File: src/rtl/led_matrix_frame_scanner.sv
// 8x8 LED matrix scanner: double-buffered frame intake over valid/ready,
// tear-free swap at the frame boundary, row multiplexing with blanking gaps.
module led_matrix_frame_scanner #(
  parameter int ROW_DWELL      = 4,
  parameter int BLANK          = 2,
  parameter bit ROW_ACTIVE_LOW = 1'b0,
  parameter bit COL_ACTIVE_LOW = 1'b0
) (
  input  logic        clk,
  input  logic        rst,
  input  logic        i_frame_valid,
  input  logic [63:0] i_frame_data,
  output logic        o_frame_ready,
  input  logic        i_oe,
  output logic [7:0]  o_rows,
  output logic [7:0]  o_columns,
  output logic        o_frame_start
);

  localparam int MaxCount = (BLANK > ROW_DWELL) ? BLANK : ROW_DWELL;
  localparam int CntW     = $clog2(MaxCount) + 1;
  localparam logic [CntW-1:0] BlankLast = CntW'(BLANK - 1);
  localparam logic [CntW-1:0] DwellLast = CntW'(ROW_DWELL - 1);

  typedef enum logic {StBlank, StOn} state_e;

  state_e            state_q, state_d;
  logic [2:0]        row_q, row_d;
  logic [CntW-1:0]   cnt_q, cnt_d;
  logic [63:0]       display_q, display_d;
  logic [63:0]       pending_q, pending_d;
  logic              pendingFull_q, pendingFull_d;
  logic [7:0]        rows_q, rows_d;
  logic [7:0]        cols_q, cols_d;
  logic              frameStart_q, frameStart_d;
  logic              take;

  assign o_frame_ready = ~pendingFull_q & ~rst;
  assign take          = i_frame_valid & o_frame_ready;

  always_ff @(posedge clk) begin
    if (rst) begin
      state_q       <= StBlank;
      row_q         <= '0;
      cnt_q         <= '0;
      display_q     <= '0;
      pending_q     <= '0;
      pendingFull_q <= 1'b0;
      rows_q        <= '0;
      cols_q        <= '0;
      frameStart_q  <= 1'b0;
    end else begin
      state_q       <= state_d;
      row_q         <= row_d;
      cnt_q         <= cnt_d;
      display_q     <= display_d;
      pending_q     <= pending_d;
      pendingFull_q <= pendingFull_d;
      rows_q        <= rows_d;
      cols_q        <= cols_d;
      frameStart_q  <= frameStart_d;
    end
  end

  // Swap happens only when leaving row 7, so a half-drawn frame is never mixed with a new one.
  always_comb begin
    state_d       = state_q;
    row_d         = row_q;
    cnt_d         = cnt_q + 1'b1;
    display_d     = display_q;
    pending_d     = pending_q;
    pendingFull_d = pendingFull_q;
    frameStart_d  = 1'b0;

    case (state_q)
      StBlank: begin
        if (cnt_q == BlankLast) begin
          state_d = StOn;
          cnt_d   = '0;
        end
      end
      StOn: begin
        if (cnt_q == DwellLast) begin
          state_d = StBlank;
          cnt_d   = '0;
          row_d   = row_q + 3'd1;
          if (row_q == 3'd7) begin
            frameStart_d = 1'b1;
            if (pendingFull_q) begin
              display_d     = pending_q;
              pendingFull_d = 1'b0;
            end
          end
        end
      end
      default: begin
        state_d = StBlank;
        cnt_d   = '0;
      end
    endcase

    if (take) begin
      pending_d     = i_frame_data;
      pendingFull_d = 1'b1;
    end
  end

  always_comb begin
    rows_d = '0;
    cols_d = '0;
    if (state_q == StOn && i_oe) begin
      rows_d = 8'h01 << row_q;
      cols_d = display_q[{row_q, 3'b000} +: 8];
    end
  end

  assign o_rows        = rows_q ^ {8{ROW_ACTIVE_LOW}};
  assign o_columns     = cols_q ^ {8{COL_ACTIVE_LOW}};
  assign o_frame_start = frameStart_q;

endmodule

File: config.mk
export PLATFORM = sky130hd
export DESIGN_NAME = led_matrix_frame_scanner
export DESIGN_NICKNAME = d
export VERILOG_FILES = /design/src/rtl/led_matrix_frame_scanner.sv
export SDC_FILE = /design/constraint.sdc
export NUM_CORES = 1
export LEC_CHECK = 0
export CORE_ASPECT_RATIO = 1.1
export CORE_MARGIN = 2
export CORE_UTILIZATION = 36
export DETAILED_ROUTE_END_ITERATION = 6
export GPL_TIMING_DRIVEN = 1
export PLACE_DENSITY = 0.71
export SLEW_MARGIN = 0
export SYNTH_ARGS = -nofsm -noshare
export SYNTH_HDL_FRONTEND = slang
export SYNTH_SLANG_ARGS = --single-unit
File: constraint.sdc
create_clock -name clk -period 1.6 [get_ports clk]
set_input_delay 0.16 -clock clk [delete_from_list [all_inputs] [get_ports clk]]
set_output_delay 0.16 -clock clk [all_outputs]
set_load 0.02 [all_outputs]
==> out/qor.yml, run 1 <==
place_congestion: 0.775
rsz0062_at_grt: "true"
synth_nets: 742
grt-ovfl-total: 0
dr.first_iter.drc_count: 366
ys_warn_count: 0
wl_per_cell_um: 14.3
via_per_inst: 4.76
ir_drop_mv: 0.790
die_h_um: 138
port_buffers: 85
p_sw_share_pct: 21.3
instances_no_fill: 956
synth_ff_type: "dfxtp_1"
worst-slew-pin-transition_ns: 0.428
endpoint_kind: "flop"
cts_max_level: 4
dieArea_sq_mm: 0.0174
core_sq_mm: 0.0162
period_share_pct: 98.7
grt_max_degree: 115
grt_pass1_wl_um: 22600
leakage_nw: 2.69
critPathSlowestCell: "dfxtp_2"
clkSinkCount: 153
cts_buffer_depth: 2
required_ns: 1.87
crit_chain: "ha_2 > ha_4 > nand4_1 > buf_4 > buf_4 > buf_12 > nand2_1 > a21oi_1"
topRoutingLayerUsed: "met4"
fin_skew_ns: 0.00984
total_power_w: 0.00830
nNetsFinal: 820
p_comb_share_pct: 6.2
p_per_area_mw_per_mm2: 1080
max_slew_margin_pct: 71.4
start_util_pct: 36.4
wl_met1_um: 6420
crit_type: "flop to flop"
status: "complete, no violations"
arrival_ns: 1.85
grt_pass1_vias: 4483
cts_buffers: 17
syn_to_final_growth_pct: 30.6
synth-seq-area-share_pct: 52.0
wl_um: 13700
crit_top_cell: "buf_4"
fin_crit_ns: 1.58
dp_hpwl_um: 8880
layout-drive-gt1-share_pct: 9.31
fill_cells: 1554
ys_seq_elements: 153
dr.pass1.iters: 5
die_w_um: 126
dpl_cell_area_sq_mm: 0.00700
startpoint_type: "flop"
net-switching-power_w: 0.00177
antennaDiodeCount: 0
p_int_w: 0.00653
grt_usage_pct: 16.2
min_path_type: "primary input to flop"
drv_cap: 0
finalCoreUtilization_pct: 47.5
cts_tree: "built"
rows: 49
final-hold-violation-count: 0
clk_pin_slew_worst_paths_ns: 0.06
via_count: 4547
clk_latency_ns: 0.41
drv_slew: 0
detail-route-antenna-nets: 0
critical_path.max_stage_delay_ns: 0.34
power.share.clock_pct: 45.1
hold_slack_ns: 0.0632
place_inst: 921
wl_met3_um: 675
path_max_fanout: 16
drc: 0
dr_wl_met2_um: 6440
clockRootBuffer: "clkbuf_16"
synth_edf_count: 0
max_clock_freq_mhz: 633
antenna_found_initial: 0
ios: 86
netlist_instances: 664
ctsHoldBuffers: 0
syn_area_per_cell_sq_um: 8.86
setup_viol: 0
synth_cell_type_count: 28
netlist_area_sq_mm: 0.00589
pwr-share-seq_pct: 48.7
worst-path-buf-inv: 3
finalInstanceArea_sq_mm: 0.00768
crit_family: "buffers and inverters"
async_flop_share_pct: 0
## cell usage in the layout (no fill, tap or decap), types with 3 or more instances in the layout
cell type,n
nand2_1,197
dfxtp_1,150
clkdlybuf4s50_1,82
a21oi_1,68
nand2b_1,64
o21ai_0,64
clkbuf_16,17
buf_4,12
mux4_2,10
buf_12,9
and2_1,8
a22o_1,8
inv_1,7
mux4_1,6
ha_1,6
nor2_1,4
clkinv_2,4
nor3b_1,3
ha_4,3
clkinvlp_4,3
dfxtp_2,3
## cells in the mapped netlist (2+ instances only)
| master | instances | area share (%) |
|---|---|---|
| a211oi_1 | 2 | 0.26 |
| a21oi_1 | 68 | 5.8 |
| a22o_1 | 8 | 1.2 |
| and2_1 | 8 | 0.85 |
| buf_1 | 8 | 0.51 |
| buf_2 | 17 | 1.4 |
| buf_4 | 2 | 0.26 |
| clkbuf_1 | 20 | 1.3 |
| dfxtp_1 | 153 | 52 |
| ha_1 | 10 | 2.1 |
| inv_1 | 7 | 0.45 |
| mux4_1 | 7 | 3.1 |
| mux4_2 | 9 | 3.4 |
| nand2_1 | 197 | 13 |
| nand2b_1 | 64 | 6.8 |
| nand3_1 | 2 | 0.17 |
| nor2_1 | 4 | 0.26 |
| nor3_1 | 2 | 0.17 |
| nor3b_1 | 4 | 0.51 |
| o21ai_0 | 64 | 5.4 |
## metrics by stage
| stage | setup WS, ns | setup TNS, ns |
|---|---|---|
| 6_report | 0.0202 | 0 |
| 5_1_grt | -0.0556 | -0.774 |
| 4_1_cts | 0.00120 | 0 |
| 3_5_place_dp | 0.00285 | 0 |
| 3_3_place_gp | 0.0523 | 0 |
| 2_1_floorplan | 0.0343 | 0 |
## sequential cells by signal, summed over array words and instances, names as in the netlist
register       flops
display_q         64
pending_q         64
o_columns          8
o_rows             8
cnt_q              3
row_q              3
o_frame_start      1
pendingFull_q      1
state_q            1
## power groups by stage
stage	registers (W)	clock network, W	logic [W]
after global placement	0.00411	0	0.000506
after floorplan	0.00408	0	0.000262
final	0.00404	0.00374	0.000516
after detailed placement	0.00411	0	0.000514
after global routing	0.00405	0.00403	0.000581
after CTS	0.00403	0.00384	0.000521
## layout make-up
cell class	instances	area, sq um	area share [%]
clock inverter	9	103	1.34
tap	204	255	3.32
timing repair buffer	108	1180	15.4
clock buffer	20	447	5.81
sequential	153	3070	39.9
inverter	7	26.3	0.342
multi-input combinational	455	2600	33.9
## worst paths after layout
kind	startpoint	end	slack, ns	depth (start not counted)
worst min register to register	pending_q[26]$_SDFFE_PP0P_	display_q[26]$_SDFFE_PP0P_	0.44	2
worst max-delay path	row_q[1]$_SDFFE_PP0P_	display_q[21]$_SDFFE_PP0P_	0.02	8
worst max register to register	row_q[1]$_SDFFE_PP0P_	display_q[21]$_SDFFE_PP0P_	0.02	8
worst min-delay path	rst	pendingFull_q$_SDFFE_PP0P_	0.06	2
## repair_timing
| action | in CTS | in global routing |
|---|---|---|
| buffers inserted | 2 | 2 |
| pin swaps | 1 | 2 |
| gates resized for setup | 10 | 6 |
| gates cloned | 2 | 0 |
| endpoints found under the setup margin | 34 | 67 |
## layer usage
metal / vias to the layer above / global-route usage (%)
li1: 2352 / -
met2: 115 / 25.8
met4: 0 / 5.03
met5: - / 0
met3: 10 / 4.18
met1: 2070 / 21.6
## cell families after synthesis
family,synth area share [%]
adder cells (fa/ha/maj),2.13
AND/OR/NAND/NOR,21.7
buffers and inverters,4.46
multiplexers,6.57
AO/OA/AOI/OAI,13.0
XOR/XNOR,0.149
flip-flops,52.0
Power figures use the tool's default switching activity.
==> inputs of run 2 (changes only) <==
Settings changed: SKIP_LAST_GASP set to 1.
==> results of run 2 <==
The final DEF is identical to that of run 1; final timing and power are the same.
==> inputs of run 3 (changes only) <==
Settings changed: CAP_MARGIN set to 20, SKIP_CTS_REPAIR_TIMING set to 1.
==> out/qor.yml, run 3 (synthesis results as in run 1) <==
clk_pin_slew_worst_paths_ns: 0.06  # about the same
fin_crit_ns: 1.56  # -0.0191 ns
leakage_nw: 2.68  # -0.49%
crit_top_cell: "ha_2"
cts_tree: "built"
start_util_pct: 36.4  # unchanged
startpoint_type: "flop"
clk_latency_ns: 0.42  # about the same
hold_depth: 2  # unchanged
p_comb_share_pct: 6.1  # about the same
core_sq_mm: 0.0162  # unchanged
via_count: 4566  # +0.42%
critPathSlowestCell: "dfxtp_1"
min_to: "pendingFull_q$_SDFFE_PP0P_"
grt_pass1_vias: 4383  # -2.2%
cts_max_level: 4  # unchanged
instances_no_fill: 954  # -0.21%
critical_path.max_stage_delay_ns: 0.37  # +0.03 ns
setup_ws_ns: 0.0393  # +0.0191 ns
endpoint_kind: "flop"
ios: 86  # unchanged
die_w_um: 126  # unchanged
port_buffers: 85  # unchanged
hold_slack_ns: 0.0593  # -0.00388 ns
wl_per_cell_um: 14.4  # +0.43%
antenna_found_initial: 0  # unchanged
wl_met3_um: 748  # +11%
dp_slack_ns: 0.00285  # unchanged
topRoutingLayerUsed: "met4"
dr.first_iter.drc_count: 361  # -1.4%
p_per_area_mw_per_mm2: 1090  # +0.70%
dr_wl_met2_um: 6360  # -1.1%
pwr-share-seq_pct: 48.6  # about the same
wl_met1_um: 6400  # -0.30%
place_congestion: 0.775  # unchanged
drv_slew: 0  # unchanged
cts_buffers: 17  # unchanged
grt_max_degree: 115  # unchanged
dieArea_sq_mm: 0.0174  # unchanged
finalCoreUtilization_pct: 47.1  # -0.33 points
grt_usage_pct: 15.5  # -0.65 points
min_path_type: "primary input to flop"
power.share.clock_pct: 45.2  # about the same
reg_top3: "display_q x64, pending_q x64"
r2r_cells: 6  # -2
arrival_ns: 1.89  # +0.04 ns
via_per_inst: 4.79  # +0.63%
clkSinkCount: 153  # unchanged
reg2reg_from: "row_q[1]$_SDFFE_PP0P_"
max_slew_margin_pct: 71.5  # about the same
drc: 0  # unchanged
dr.pass1.iters: 4  # -1
detail-route-antenna-nets: 0  # unchanged
required_ns: 1.93  # +0.06 ns
ir_drop_mv: 0.767  # -2.8%
die_h_um: 138  # unchanged
grt-ovfl-total: 0  # unchanged
wl_um: 13700  # +0.22%
layout_commonest_cell: "nand2_1"
r2r_end: "display_q[22]$_SDFFE_PP0P_"
setup_viol: 0  # unchanged
drv_cap: 0  # unchanged
min-delay-start: "rst"
net-switching-power_w: 0.00177  # +0.15%
fin_skew_ns: 0.0134  # +0.00360 ns
grt_pass1_wl_um: 21900  # -3.4%
worst-slew-pin-transition_ns: 0.427  # -0.000945 ns
cts_buffer_depth: 2  # unchanged
path_max_fanout: 14  # -2
rrSetupSlack_ns: 0.04  # +0.02 ns
p_sw_share_pct: 21.3  # +0.034 points
rows: 49  # unchanged
dp_hpwl_um: 8880  # unchanged
syn_to_final_growth_pct: 29.7
crit_type: "flop to flop"
clockRootBuffer: "clkbuf_16"
status: "complete, no violations"
layout-drive-gt1-share_pct: 8.80  # -0.51 points
total_power_w: 0.00830  # about the same
antennaDiodeCount: 0  # unchanged
crit_chain: "ha_2 > ha_2 > and4_4 > buf_12 > nand2_1 > a21oi_1"
rsz0062_at_grt: "true"
max_clock_freq_mhz: 641  # +1.2%
fill_cells: 1556  # +0.13%
final-hold-violation-count: 0  # unchanged
nNetsFinal: 818  # -0.24%
mostFrequentLayoutCells: "nand2_1, dfxtp_1, clkdlybuf4s50_1"
period_share_pct: 97.5  # -1.2 points
p_int_w: 0.00653  # about the same
place_inst: 921  # unchanged
[run 3: cell count changes in the layout (fill, tap and decap cells not counted), moves of 2 or more]
cell       before  now
buf_4          12   10
clkbuf_16      17   19
ha_2            1    4
ha_4            3    0
[run 3: critical path: cells and delay by family (launching register included)]
family	cells	cell delay [ns]
buffers and inverters	1	0.17
DFF	1	0.37
and+or+nand+nor	2	0.40
adders and majority gates	2	0.40
AOI/OAI and AO/OA	1	0.13
[run 3: power groups by stage]
stage / Sequential (W) / Clock [W] / Combinational [W]
finish: 0.00403 / 0.00375 / 0.000510
global route: 0.00405 / 0.00403 / 0.000577
CTS: 0.00403 / 0.00384 / 0.000518
detailed placement: 0.00411 / 0 / 0.000514
global placement: 0.00411 / 0 / 0.000506
floorplan: 0.00408 / 0 / 0.000262
[run 3: layer usage]
| layer | up-vias | global-route usage, % |
|---|---|---|
| met5 | - | 0 |
| met4 | 0 | 5.21 |
| met3 | 13 | 4.18 |
| met2 | 112 | 23.7 |
| met1 | 2094 | 21.4 |
| li1 | 2347 | - |
[run 3: per-stage QoR]
step	area (sq um)	setup TNS [ns]
after global placement	7000	0
after floorplan	5890	0
after global routing	7630	-0.517
final	7630	0
after CTS	7550	-0.575
after detailed placement	7000	0
[run 3: final cells by class]
class,instances,area [sq um],share of cell area (%)
sequential,153,3070,40.2
multi-input combinational,455,2580,33.8
timing repair buffer,106,1160,15.2
clock buffer,20,447,5.85
tap,204,255,3.34
clock inverter,9,103,1.34
inverter,7,26.3,0.344
[run 3: worst max path at each step]
stage	startpoint	end	slack (ns)
final	row_q[1]$_SDFFE_PP0P_	display_q[22]$_SDFFE_PP0P_	0.04
after floorplan	cnt_q[0]$_SDFF_PP0_	display_q[17]$_SDFFE_PP0P_	0.03
after CTS	pendingFull_q$_SDFFE_PP0P_	o_frame_ready	-0.09
after global placement	cnt_q[1]$_SDFF_PP0_	display_q[39]$_SDFFE_PP0P_	0.05
after global routing	row_q[1]$_SDFFE_PP0P_	display_q[22]$_SDFFE_PP0P_	-0.05
after detailed placement	row_q[0]$_SDFFE_PP0P_	display_q[41]$_SDFFE_PP0P_	0.003
